[src/rtl/mem_bus_arbiter_pkg.sv]
// Shared cpu0 definitions: operand width codes, default memory limit, arbiter states.
// Latency: n/a (types and constants only).
// Backpressure: n/a.
package mem_bus_arbiter_pkg;

  // Operand width codes carried on size0/size1 and m_size.
  typedef enum logic [1:0] {
    BYTE  = 2'b00,
    INT16 = 2'b01,
    INT24 = 2'b10,
    INT32 = 2'b11
  } size_e;

  // First illegal byte address of the memory.
  localparam logic [31:0] MEM_LIMIT_DEF = 32'h0000_7000;

  typedef enum logic [1:0] {
    ST_IDLE = 2'd0,
    ST_BUSY = 2'd1,
    ST_RESP = 2'd2
  } arb_state_e;

  // A word access at addr is legal only if all four bytes lie below limit.
  function automatic logic addr_out_of_range(input logic [31:0] addr,
                                             input logic [31:0] limit);
    return addr > (limit - 32'd4);
  endfunction

endpackage

[src/rtl/mem_bus_arbiter_if.sv]
// Bundle of master request/response signals and the memory port of the arbiter.
// Latency: n/a (wiring only).
// Backpressure: level req held by each master until its done pulse.
// Ports: req/rw/size/addr/wdata per master in, gnt/done/err per master out,
//        rdata out, m_en/m_rw/m_size/mar/mdr to memory, dbus from memory.
interface mem_bus_arbiter_if;

  logic        req0, req1;
  logic        rw0, rw1;
  logic [1:0]  size0, size1;
  logic [31:0] addr0, addr1;
  logic [31:0] wdata0, wdata1;
  logic        gnt0, gnt1;
  logic        done0, done1;
  logic        err0, err1;
  logic [31:0] rdata;
  logic        m_en, m_rw;
  logic [1:0]  m_size;
  logic [31:0] mar, mdr;
  logic [31:0] dbus;

  // Arbiter side.
  modport slave (
    input  req0, req1, rw0, rw1, size0, size1, addr0, addr1, wdata0, wdata1, dbus,
    output gnt0, gnt1, done0, done1, err0, err1, rdata, m_en, m_rw, m_size, mar, mdr
  );

  // Bus masters plus the memory that drives dbus.
  modport master (
    output req0, req1, rw0, rw1, size0, size1, addr0, addr1, wdata0, wdata1, dbus,
    input  gnt0, gnt1, done0, done1, err0, err1, rdata, m_en, m_rw, m_size, mar, mdr
  );

endinterface

[src/rtl/rr_pick2.sv]
// Two-input round-robin select: lone request wins, a tie goes to the non-last master.
// Latency: combinational.
// Backpressure: none; caller decides when the pick is consumed.
// Ports: i_req0/i_req1 requests, i_last_grant previous owner, o_winner/o_valid result.
module rr_pick2 (
  input  logic i_req0,
  input  logic i_req1,
  input  logic i_last_grant,
  output logic o_winner,
  output logic o_valid
);

  assign o_valid  = i_req0 | i_req1;
  assign o_winner = (i_req0 & i_req1) ? ~i_last_grant : i_req1;

endmodule

[src/rtl/mem_bus_arbiter.sv]
// Two-master (CPU/DMA) memory port arbiter with round-robin and address range check.
// Latency: done ACCESS_CYCLES+1 cycles after the request is sampled; one idle cycle between transfers.
// Backpressure: requests are only sampled in IDLE; masters hold req until their done pulse.
// Ports: clock, reset (sync, active low), bus (slave modport of mem_bus_arbiter_if).
module mem_bus_arbiter
  import mem_bus_arbiter_pkg::*;
#(
  parameter int unsigned ACCESS_CYCLES = 1,
  parameter logic [31:0] MEM_LIMIT     = MEM_LIMIT_DEF
) (
  input logic              clock,
  input logic              reset,
  mem_bus_arbiter_if.slave bus
);

  localparam logic [3:0] CNT_INIT = 4'(ACCESS_CYCLES - 1);

  arb_state_e  r_state;
  logic        r_last_grant;
  logic        r_owner;
  logic [3:0]  r_cnt;
  logic        r_gnt0, r_gnt1;
  logic        r_done0, r_done1;
  logic        r_err0, r_err1;
  logic [31:0] r_rdata;
  logic        r_m_en, r_m_rw;
  logic [1:0]  r_m_size;
  logic [31:0] r_mar, r_mdr;

  logic        w_winner, w_valid;
  logic        w_sel_rw;
  logic [1:0]  w_sel_size;
  logic [31:0] w_sel_addr, w_sel_wdata;
  logic        w_sel_oob;

  rr_pick2 u_pick (
    .i_req0       (bus.req0),
    .i_req1       (bus.req1),
    .i_last_grant (r_last_grant),
    .o_winner     (w_winner),
    .o_valid      (w_valid)
  );

  // Attributes of whichever master wins this cycle.
  assign w_sel_rw    = w_winner ? bus.rw1    : bus.rw0;
  assign w_sel_size  = w_winner ? bus.size1  : bus.size0;
  assign w_sel_addr  = w_winner ? bus.addr1  : bus.addr0;
  assign w_sel_wdata = w_winner ? bus.wdata1 : bus.wdata0;
  assign w_sel_oob   = addr_out_of_range(w_sel_addr, MEM_LIMIT);

  always_ff @(posedge clock) begin
    if (!reset) begin
      r_state      <= ST_IDLE;
      r_last_grant <= 1'b1;
      r_owner      <= 1'b0;
      r_cnt        <= 4'd0;
      r_gnt0       <= 1'b0;
      r_gnt1       <= 1'b0;
      r_done0      <= 1'b0;
      r_done1      <= 1'b0;
      r_err0       <= 1'b0;
      r_err1       <= 1'b0;
      r_rdata      <= 32'd0;
      r_m_en       <= 1'b0;
      r_m_rw       <= 1'b1;
      r_m_size     <= INT32;
      r_mar        <= 32'd0;
      r_mdr        <= 32'd0;
    end else begin
      // done/err are single-cycle pulses, raised only on entry to RESP.
      r_done0 <= 1'b0;
      r_done1 <= 1'b0;
      r_err0  <= 1'b0;
      r_err1  <= 1'b0;
      case (r_state)
        ST_IDLE: begin
          if (w_valid) begin
            r_m_rw       <= w_sel_rw;
            r_m_size     <= w_sel_size;
            r_mar        <= w_sel_addr;
            r_mdr        <= w_sel_wdata;
            r_gnt0       <= ~w_winner;
            r_gnt1       <= w_winner;
            r_last_grant <= w_winner;
            r_owner      <= w_winner;
            r_cnt        <= CNT_INIT;
            if (w_sel_oob) begin
              // Illegal address: skip the memory entirely and answer at once.
              r_m_en  <= 1'b0;
              r_rdata <= 32'd0;
              r_done0 <= ~w_winner;
              r_done1 <= w_winner;
              r_err0  <= ~w_winner;
              r_err1  <= w_winner;
              r_state <= ST_RESP;
            end else begin
              r_m_en  <= 1'b1;
              r_state <= ST_BUSY;
            end
          end
        end
        ST_BUSY: begin
          if (r_cnt != 4'd0) begin
            r_cnt <= r_cnt - 4'd1;
          end else begin
            if (r_m_rw) begin
              r_rdata <= bus.dbus;
            end
            r_m_en  <= 1'b0;
            r_done0 <= ~r_owner;
            r_done1 <= r_owner;
            r_state <= ST_RESP;
          end
        end
        ST_RESP: begin
          r_gnt0  <= 1'b0;
          r_gnt1  <= 1'b0;
          r_state <= ST_IDLE;
        end
        default: r_state <= ST_IDLE;
      endcase
    end
  end

  assign bus.gnt0   = r_gnt0;
  assign bus.gnt1   = r_gnt1;
  assign bus.done0  = r_done0;
  assign bus.done1  = r_done1;
  assign bus.err0   = r_err0;
  assign bus.err1   = r_err1;
  assign bus.rdata  = r_rdata;
  assign bus.m_en   = r_m_en;
  assign bus.m_rw   = r_m_rw;
  assign bus.m_size = r_m_size;
  assign bus.mar    = r_mar;
  assign bus.mdr    = r_mdr;

endmodule

[src/flat_wrapper.sv]
// flat-port wrapper written by rule: the top's interface ports become plain ports
module mem_bus_arbiter_flat import mem_bus_arbiter_pkg::*;
#(
  parameter int unsigned ACCESS_CYCLES = 1,
  parameter logic [31:0] MEM_LIMIT     = MEM_LIMIT_DEF
)
  (clock, reset, bus_req0, bus_req1, bus_rw0, bus_rw1, bus_size0, bus_size1, bus_addr0, bus_addr1, bus_wdata0, bus_wdata1, bus_dbus, bus_gnt0, bus_gnt1, bus_done0, bus_done1, bus_err0, bus_err1, bus_rdata, bus_m_en, bus_m_rw, bus_m_size, bus_mar, bus_mdr);
  mem_bus_arbiter_if bus_i ();
  input logic clock;
  input logic reset;
  input wire logic [$bits(bus_i.req0)-1:0] bus_req0;
  input wire logic [$bits(bus_i.req1)-1:0] bus_req1;
  input wire logic [$bits(bus_i.rw0)-1:0] bus_rw0;
  input wire logic [$bits(bus_i.rw1)-1:0] bus_rw1;
  input wire logic [$bits(bus_i.size0)-1:0] bus_size0;
  input wire logic [$bits(bus_i.size1)-1:0] bus_size1;
  input wire logic [$bits(bus_i.addr0)-1:0] bus_addr0;
  input wire logic [$bits(bus_i.addr1)-1:0] bus_addr1;
  input wire logic [$bits(bus_i.wdata0)-1:0] bus_wdata0;
  input wire logic [$bits(bus_i.wdata1)-1:0] bus_wdata1;
  input wire logic [$bits(bus_i.dbus)-1:0] bus_dbus;
  output wire logic [$bits(bus_i.gnt0)-1:0] bus_gnt0;
  output wire logic [$bits(bus_i.gnt1)-1:0] bus_gnt1;
  output wire logic [$bits(bus_i.done0)-1:0] bus_done0;
  output wire logic [$bits(bus_i.done1)-1:0] bus_done1;
  output wire logic [$bits(bus_i.err0)-1:0] bus_err0;
  output wire logic [$bits(bus_i.err1)-1:0] bus_err1;
  output wire logic [$bits(bus_i.rdata)-1:0] bus_rdata;
  output wire logic [$bits(bus_i.m_en)-1:0] bus_m_en;
  output wire logic [$bits(bus_i.m_rw)-1:0] bus_m_rw;
  output wire logic [$bits(bus_i.m_size)-1:0] bus_m_size;
  output wire logic [$bits(bus_i.mar)-1:0] bus_mar;
  output wire logic [$bits(bus_i.mdr)-1:0] bus_mdr;
  assign bus_i.req0 = bus_req0;
  assign bus_i.req1 = bus_req1;
  assign bus_i.rw0 = bus_rw0;
  assign bus_i.rw1 = bus_rw1;
  assign bus_i.size0 = bus_size0;
  assign bus_i.size1 = bus_size1;
  assign bus_i.addr0 = bus_addr0;
  assign bus_i.addr1 = bus_addr1;
  assign bus_i.wdata0 = bus_wdata0;
  assign bus_i.wdata1 = bus_wdata1;
  assign bus_i.dbus = bus_dbus;
  assign bus_gnt0 = bus_i.gnt0;
  assign bus_gnt1 = bus_i.gnt1;
  assign bus_done0 = bus_i.done0;
  assign bus_done1 = bus_i.done1;
  assign bus_err0 = bus_i.err0;
  assign bus_err1 = bus_i.err1;
  assign bus_rdata = bus_i.rdata;
  assign bus_m_en = bus_i.m_en;
  assign bus_m_rw = bus_i.m_rw;
  assign bus_m_size = bus_i.m_size;
  assign bus_mar = bus_i.mar;
  assign bus_mdr = bus_i.mdr;
  mem_bus_arbiter #(.ACCESS_CYCLES(ACCESS_CYCLES), .MEM_LIMIT(MEM_LIMIT)) u_core (.clock(clock), .reset(reset), .bus(bus_i));
endmodule
[config.mk]
export PLATFORM = sky130hd
export DESIGN_NAME = mem_bus_arbiter_flat
export DESIGN_NICKNAME = d
export VERILOG_FILES = /design/src/rtl/mem_bus_arbiter_pkg.sv /design/src/rtl/mem_bus_arbiter_if.sv /design/src/rtl/rr_pick2.sv /design/src/rtl/mem_bus_arbiter.sv /design/src/flat_wrapper.sv
export SDC_FILE = /design/constraint.sdc
export NUM_CORES = 1
export LEC_CHECK = 0
export ABC_AREA = 1
export BUFFER_PORTS_ARGS = -buffer_cell sky130_fd_sc_hd__buf_2
export CAP_MARGIN = 30
export CORE_MARGIN = 3
export CORE_UTILIZATION = 48
export DETAILED_ROUTE_END_ITERATION = 8
export HOLD_SLACK_MARGIN = 0.12
export PLACE_DENSITY_LB_ADDON = 0.1
export SYNTH_ARGS = -nofsm -noshare
export SYNTH_HDL_FRONTEND = slang
export SYNTH_HIERARCHICAL = 1
export SYNTH_SLANG_ARGS = --single-unit
[constraint.sdc]
create_clock -name clock -period 4.6 [get_ports clock]
set_clock_uncertainty 0.2 [all_clocks]
set_input_delay 0 -clock clock [delete_from_list [all_inputs] [get_ports clock]]
set_output_delay 0 -clock clock [all_outputs]
set_load 0.01 [all_outputs]
==> results of run 1 <==
-- per-stage QoR --
step	setup WS, ns	instance area (µm²)	cells
2_1_floorplan	2.491	5064	759
3_3_place_gp	1.137	6459	1124
3_5_place_dp	1.076	6526	1127
-- cell families after synthesis --
family	count (synthesis)
adders and majority gates	2
and+or+nand+nor	438
AOI/OAI and AO/OA	114
buffers and inverters	89
muxes	2
DFF	114
==> summary.md, run 1 <==
| Metric | Value |
|---|---|
| Post-CTS sizing | 0 |
| Status | stopped before the end |
| Synth area leaders | dfxtp_1 (45%), nand2_1 (19%), nor2_1 (9.4%) |
| Synth Register Bits | 114 |
| Num Clock Sinks | 114 |
| Mux contribution to synthesized area | 0.3954% |
| Leading area contributor after synthesis | dfxtp_1 |
| PortBufs | 275 |
| DP Wirelength | 11,870 µm |
| Syn_nets | 931 |
| Clock buffer depth | 2 |
| Top cells by count, synth | nand2_1 (259), nor2_1 (127), dfxtp_1 (114), nand3_1 (48), a21oi_1 (40) |
| Synth top area share | 45.07% |
| Ys Warns | 6 |
| Top_reg_cell synth | dfxtp_1 |
| Seq/Total Area, Yosys | 45.07% |
| Die X | 108.7 µm |
| Most common cell in the netlist | nand2_1 |
| Synth Area in Adders | 0.4942% |
| GPL Wtd Cong | 0.8649 |
| CTS Root Cell | clkbuf_8 |
| Error msg | [ERROR RSZ-0060] Max buffer count reached. |
| Setup bufs post-CTS | 0 |
| Main combinational cell family by area after synthesis | simple AND/OR/NAND/NOR gates |
| Num ports | 276 |
| Xor and xnor area share after synthesis | 0% |
| Exit stage | 4_1_cts |
| CTS buffer count | 17 |
| Post-synthesis cell area | 5064 µm² |
| Post-Synth Simple-Gate Area | 33.83% |
| Post-synth EDFFs | 0 |
| Die Height | 108.7 µm |
| Compound-gate portion of the synthesized area | 12.68% |
| Hold buffers post-CTS | 234 |
| Starting Density | 50.64% |
| Ys async rst share | 0% |
| H-tree Lvls | 4 |
| Syn_area_per_cell | 6.671 µm² |
| Yosys cell types | 24 |
| Syn Inst Count | 759 |
| Rows | 36 |
==> run 2: changes to the inputs <==
CORE_UTILIZATION = 35   (was 48)
HOLD_SLACK_MARGIN = default   (was 0.12)
PLACE_DENSITY_LB_ADDON = 0.15   (was 0.1)
==> run 2 against run 1 <==
Synthesized cell count unchanged. The flow now finishes without violations. Synthesized area unchanged.
==> summary.md, run 2 <==
| Metric | Value |
|---|---|
| Status | finished clean |
| Total GRT Usage | 23.54% |
| Clk slew on worst S/H paths | 0.05 ns |
| Reg2Reg Depth | 13 |
| Multi-input logic area | 2434 µm² |
| Area post-placement | 6535 µm² |
| Synth top area share | 45.07% |
| DRC viols | 0 |
| HP Class | input pin to flip-flop |
| Average routed wire per standard cell | 13.97 µm |
| Area Overhead vs Synth | 75.31% |
| DP Wirelength | 12,160 µm |
| Gr ovfl total | 0 |
| Critical path's slowest cell | buf_4 |
| Leak | 4.483 nW |
| Syn Inst Count | 759 |
| Num Clock Sinks | 114 |
| First-pass GRT wire length | 30,610 µm |
| Buf/Inv on CP | 2 |
| Syn_nets | 931 |
| Post-synth EDFFs | 0 |
| Critical Path Source Type | flip-flop |
| H-tree Lvls | 4 |
| Crit path arrival time | 3.34 ns |
| Drt total wl | 19,180 µm |
| Worst setup path startpoint | u_core/r_last_grant |
| CTS tree | done |
| Minimum hold slack | 0.02569 ns |
| Pin slew with the least headroom to its limit | 0.7832 ns |
| Min-delay src | bus_addr0[15] |
| Layout Nets | 1,353 |
| CP max stage delay | 0.43 ns |
| RSZ-0062 raised after global routing | false |
| Synth area leaders | dfxtp_1 (45%), nand2_1 (19%), nor2_1 (9.4%) |
| CTS Root Cell | clkbuf_16 |
| Die area | 15,950 µm² |
| TritonRoute pass-1 iters | 6 |
| Seq. cell area | 2282 µm² |
| # Max-Cap Violations | 0 |
| Commonest cells after routing, fill and taps aside | buf_2 (275), nand2_1 (258), dlygate4sd3_1 (169) |
| Crit path depth | 13 |
| Fmax | 312.6 MHz |
| Most common cell in the netlist | nand2_1 |
| Layout cells sized above 1 | 27.16% |
| Leading area contributor after synthesis | dfxtp_1 |
| Maximum VDD drop | 0.2578 mV |
| Routed via count | 6,506 |
| Synth Register Bits | 114 |
| Yosys cell types | 24 |
| Fin area | 8877 µm² |
| CTS buffer count | 17 |
| Setup bufs post-CTS | 0 |
| Vias in the first global route | 6,381 |
| Setup tns final | 0 ns |
| Hold Violations, Final | 0 |
| Largest net degree at the start of global routing | 64 |
| CP Max Fanout | 42 |
| List of cells traversed by the critical path | a21oi_4 > buf_4 > o21ai_0 > nor2_1 > nand2_1 > nor2_1 > nand3_1 > nand3_2 > buf_4 > nand2_2 > nand2_1 > nand2_1 > nor2_1 |
| Top_reg_cell synth | dfxtp_1 |
| Period minus WS final | 3.199 ns |
| Fillers | 1,204 |
| Critical path capture point type | flip-flop |
| Power Dens Cells | 362.7 nW/µm² |
| Post-synthesis cell area | 5064 µm² |
| Clock buffer depth | 2 |
| Seq/Total Area, Yosys | 45.07% |
| PortBufs | 275 |
| Hold depth | 7 |
| Fin. max-slew vios | 0 |
| Routed Antenna Nets | 0 |
| WP data required | 4.74 ns |
| Num ports | 276 |
| Final period util | 69.55% |
| Top cells by count, synth | nand2_1 (259), nor2_1 (127), dfxtp_1 (114), nand3_1 (48), a21oi_1 (40) |
| GPL Wtd Cong | 0.8867 |
| Initial drt markers | 419 |
| Setup Viol. Count Final | 0 |
| Clock Latency Late Sink | 0.40 ns |
| Commonest non-fill, non-tap cell in the layout | buf_2 |
| Rows | 43 |
| Initial antenna violation count | 0 |
| Worst slew margin | 47.60% |
| Syn_area_per_cell | 6.671 µm² |
| Ys Warns | 6 |
| # diodes | 0 |
| Worst r2r src | u_core/r_last_grant |
| Die X | 126.3 µm |
| Die Height | 126.3 µm |
| Crit Path Class | flip-flop to flip-flop |
| Starting Density | 36.06% |
| Vias per inst | 4.739 |
| CORE AREA | 14,040 µm² |
| Ys async rst share | 0% |
| CP top delay family | simple AND/OR/NAND/NOR gates |
==> run 2: worst min-delay path: stages <==
cell and delay (ns):
buf_2 0.09, nand2_1 0.07, nand3_1 0.10, nor2_1 0.07
nand2_1 0.13, o211ai_1 0.09, inv_1 0.05
==> run 2: layout make-up <==
class / instances / area share, %
tap: 180 / 2.537
multi-input combinational: 556 / 27.41
timing repair buffer: 454 / 35.41
inverter: 38 / 1.607
clock inverter: 10 / 2.030
sequential: 114 / 25.71
clock buffer: 21 / 5.300
==> run 2: metal layers <==
metal	vias up	global-route usage, %	routed length [µm]
li1	3279	-	-
met1	2886	27.01	7640
met2	290	40.25	9400
met3	51	6.277	1426
met4	0	11.99	710
met5	-	0	0
==> run 2: where the power goes <==
| part | leakage (nW) | internal, W | switching (W) |
|---|---|---|---|
| Clock | 0.315 | 0.000998 | 0.000455 |
| Sequential | 0.942 | 0.00108 | 0.0000434 |
| Combinational | 3.23 | 0.000323 | 0.000324 |
| Total | 4.48 | 0.00240 | 0.000823 |
==> run 2: cells by family after synthesis <==
kind of cell,Yosys count,share of synthesized area [%]
AO/OA/AOI/OAI,114,12.68
adder cells (fa/ha/maj),2,0.4941
buffers and inverters,89,7.536
flip-flops,114,45.07
multiplexers,2,0.3954
AND/OR/NAND/NOR,438,33.83
==> run 2: final timing paths <==
path,end,slack [ns]
worst max-delay path,u_core/bus.rdata[2],1.40
worst min-delay path,u_core/r_state[1],0.03
worst max register to register,u_core/bus.rdata[2],1.40
worst min register to register,u_core/r_cnt[1],0.26
==> run 2: timing repair <==
action,CTS,global route
gates resized for setup,0,0
hold buffers,169,0
hold endpoints to repair,101,0
endpoints found under the setup margin,0,0
==> run 2: per-stage QoR <==
stage	total power [W]	utilization (%)	instances	setup WS [ns]
floorplan	0.001412	-	759	2.491
global placement	0.001628	46.54	1173	1.520
detailed placement	0.001629	46.54	1173	1.489
CTS	0.003233	63.22	1373	1.481
global route	0.003367	63.22	1373	1.154
finish	0.003219	63.22	1373	1.401
Power figures use the tool's default switching activity.
==> run 3: changes to the inputs <==
clock period = 3.2 ns   (was 4.6 ns; I/O delays follow)
==> run 3 against run 2 <==
Routed wire length increased by 2.0%. Global-route usage rose by 0.69 points. Maximum frequency grew 8.4%. Non-clock buffer count is 2 higher. Worst hold slack got worse by 0.0063 ns. Utilization is 0.27 points higher.
==> summary.md, run 3 (synthesized netlist as in run 2, its figures left out) <==
| Metric | Value |
|---|---|
| Num Clock Sinks | 114 |
| Minimum hold slack | 0.01939 ns |
| Fmax | 339.0 MHz |
| Num ports | 276 |
| H-tree Lvls | 4 |
| CTS buffer count | 17 |
| Clk network pwr share | 44.9% |
| Crit path arrival time | 3.05 ns |
| Gr ovfl total | 0 |
| GPL Wtd Cong | 0.8320 |
| Setup bufs post-CTS | 0 |
| PortBufs | 275 |
| RSZ-0062 raised after global routing | false |
| DP Wirelength | 12,230 µm |
| Power Dens Cells | 518.8 nW/µm² |
| CTS tree | done |
| WP data required | 3.30 ns |
| Layout cells sized above 1 | 27.26% |
| Commonest non-fill, non-tap cell in the layout | buf_2 |
| Vias per inst | 4.723 |
| CP Max Fanout | 40 |
| Setup tns final | 0 ns |
| First-pass GRT wire length | 31,420 µm |
| Clock Latency Late Sink | 0.41 ns |
| Period minus WS final | 2.950 ns |
| TritonRoute pass-1 iters | 5 |
| Total GRT Usage | 24.23% |
| Die Height | 126.3 µm |
| Critical Path Source Type | flip-flop |
| Area Overhead vs Synth | 76.06% |
| Clk slew on worst S/H paths | 0.06 ns |
| Starting Density | 36.06% |
| Critical path capture point type | flip-flop |
| Logic pwr share | 20.3% |
| Initial drt markers | 338 |
| Fin. max-slew vios | 0 |
| Layout Nets | 1,355 |
| Die area | 15,950 µm² |
| Routed Antenna Nets | 0 |
| Setup Viol. Count Final | 0 |
| Routed via count | 6,499 |
| Largest net degree at the start of global routing | 63 |
| Status | finished clean |
| Hold Violations, Final | 0 |
| CORE AREA | 14,040 µm² |
| Worst slew margin | 45.44% |
| # diodes | 0 |
| Drt total wl | 19,560 µm |
| Die X | 126.3 µm |
| DRC viols | 0 |
| HP Class | input pin to flip-flop |
| Leak | 4.513 nW |
| CTS Root Cell | clkbuf_16 |
| Net Sw Power | 0.001195 W |
| Average routed wire per standard cell | 14.22 µm |
| Initial antenna violation count | 0 |
| Crit Path Class | flip-flop to flip-flop |
| Commonest cells after routing, fill and taps aside | buf_2 (275), nand2_1 (258), dlygate4sd3_1 (170) |
| # Max-Cap Violations | 0 |
| Clock buffer depth | 2 |
| Switch share | 25.83% |
| Seq pwr share | 34.8% |
| Final period util | 92.19% |
| Pin slew with the least headroom to its limit | 0.8154 ns |
| Maximum VDD drop | 0.3949 mV |
| Internal | 0.003430 W |
| Vias in the first global route | 6,555 |
| Rows | 43 |
## run 3: cell types whose count changed in the layout (fill, tap and decap cells not counted)
cell / change
buf_12: +1
buf_4: -2
clkinvlp_4: -1
nor2_2: +1
clkinv_2: +2
dlygate4sd3_1: +1
nor2_1: -1
nand2_4: +1
buf_6: +2
nand2_2: -1
clkbuf_8: -1
clkbuf_1: +1
## run 3: critical path: stages (launching register included)
cell and delay, ns:
dfxtp_1 0.33, a21oi_4 0.16, buf_4 0.38, nor2_2 0.10
buf_6 0.20, a22oi_1 0.20, dlygate4sd3_1 0.59, o21ai_0 0.08
dlygate4sd3_1 0.58
## run 3: final cells by class
cell class                 instances  area (µm²)
multi-input combinational        556        2441
clock inverter                    11       182.7
fill                            1211        5127
clock buffer                      21       460.4
tap                              180       225.2
sequential                       114        2282
inverter                          38       142.6
timing repair buffer             456        3181
## run 3: through the flow
stage | setup slack, ns | util, % | total power (W) | instances | instance area (µm²)
finish | 0.2501 | 63.49 | 0.004625 | 1376 | 8915
global route | 0.1012 | 63.49 | 0.004839 | 1376 | 8915
CTS | 0.03528 | 63.38 | 0.004636 | 1376 | 8900
detailed placement | 0.4519 | 46.68 | 0.002349 | 1174 | 6555
global placement | 0.4951 | 46.68 | 0.002349 | 1174 | 6555
floorplan | 1.091 | - | 0.002030 | 759 | 5064
## run 3: repair_timing
item | CTS | global route
setup endpoints to repair | 0 | 3
endpoints found under the hold margin | 105 | 0
resized for setup | 0 | 4
hold buffers | 170 | 0
## run 3: power by group through the flow
| stage | Sequential (W) | Combinational [W] | Clock, W |
|---|---|---|---|
| floorplan | 0.00169 | 0.000341 | 0 |
| global placement | 0.00164 | 0.000714 | 0 |
| detailed placement | 0.00164 | 0.000714 | 0 |
| CTS | 0.00161 | 0.000923 | 0.00210 |
| global route | 0.00163 | 0.00104 | 0.00217 |
| finish | 0.00161 | 0.000939 | 0.00207 |
## run 3: final timing paths
path                                           from                  to  slack [ns]  depth (start not counted)
worst max-delay path            u_core/r_last_grant  u_core/bus.mdr[27]        0.25                          8
worst min-delay path                  bus_addr1[15]   u_core/r_state[1]        0.02                          7
worst min register to register      u_core/bus.gnt0     u_core/bus.gnt0        0.26                          2
worst max register to register  u_core/r_last_grant  u_core/bus.mdr[27]        0.25                          8
## run 3: layer usage
| metal | track usage [%] | share of wire, % | vias up | wire (µm) |
|---|---|---|---|---|
| li1 | - | - | 3267 | - |
| met1 | 27.68 | 40 | 2924 | 7885 |
| met2 | 42.79 | 49 | 270 | 9604 |
| met3 | 6.701 | 7.8 | 38 | 1517 |
| met4 | 9.590 | 2.8 | 0 | 553 |
| met5 | 0 | 0 | - | 0 |
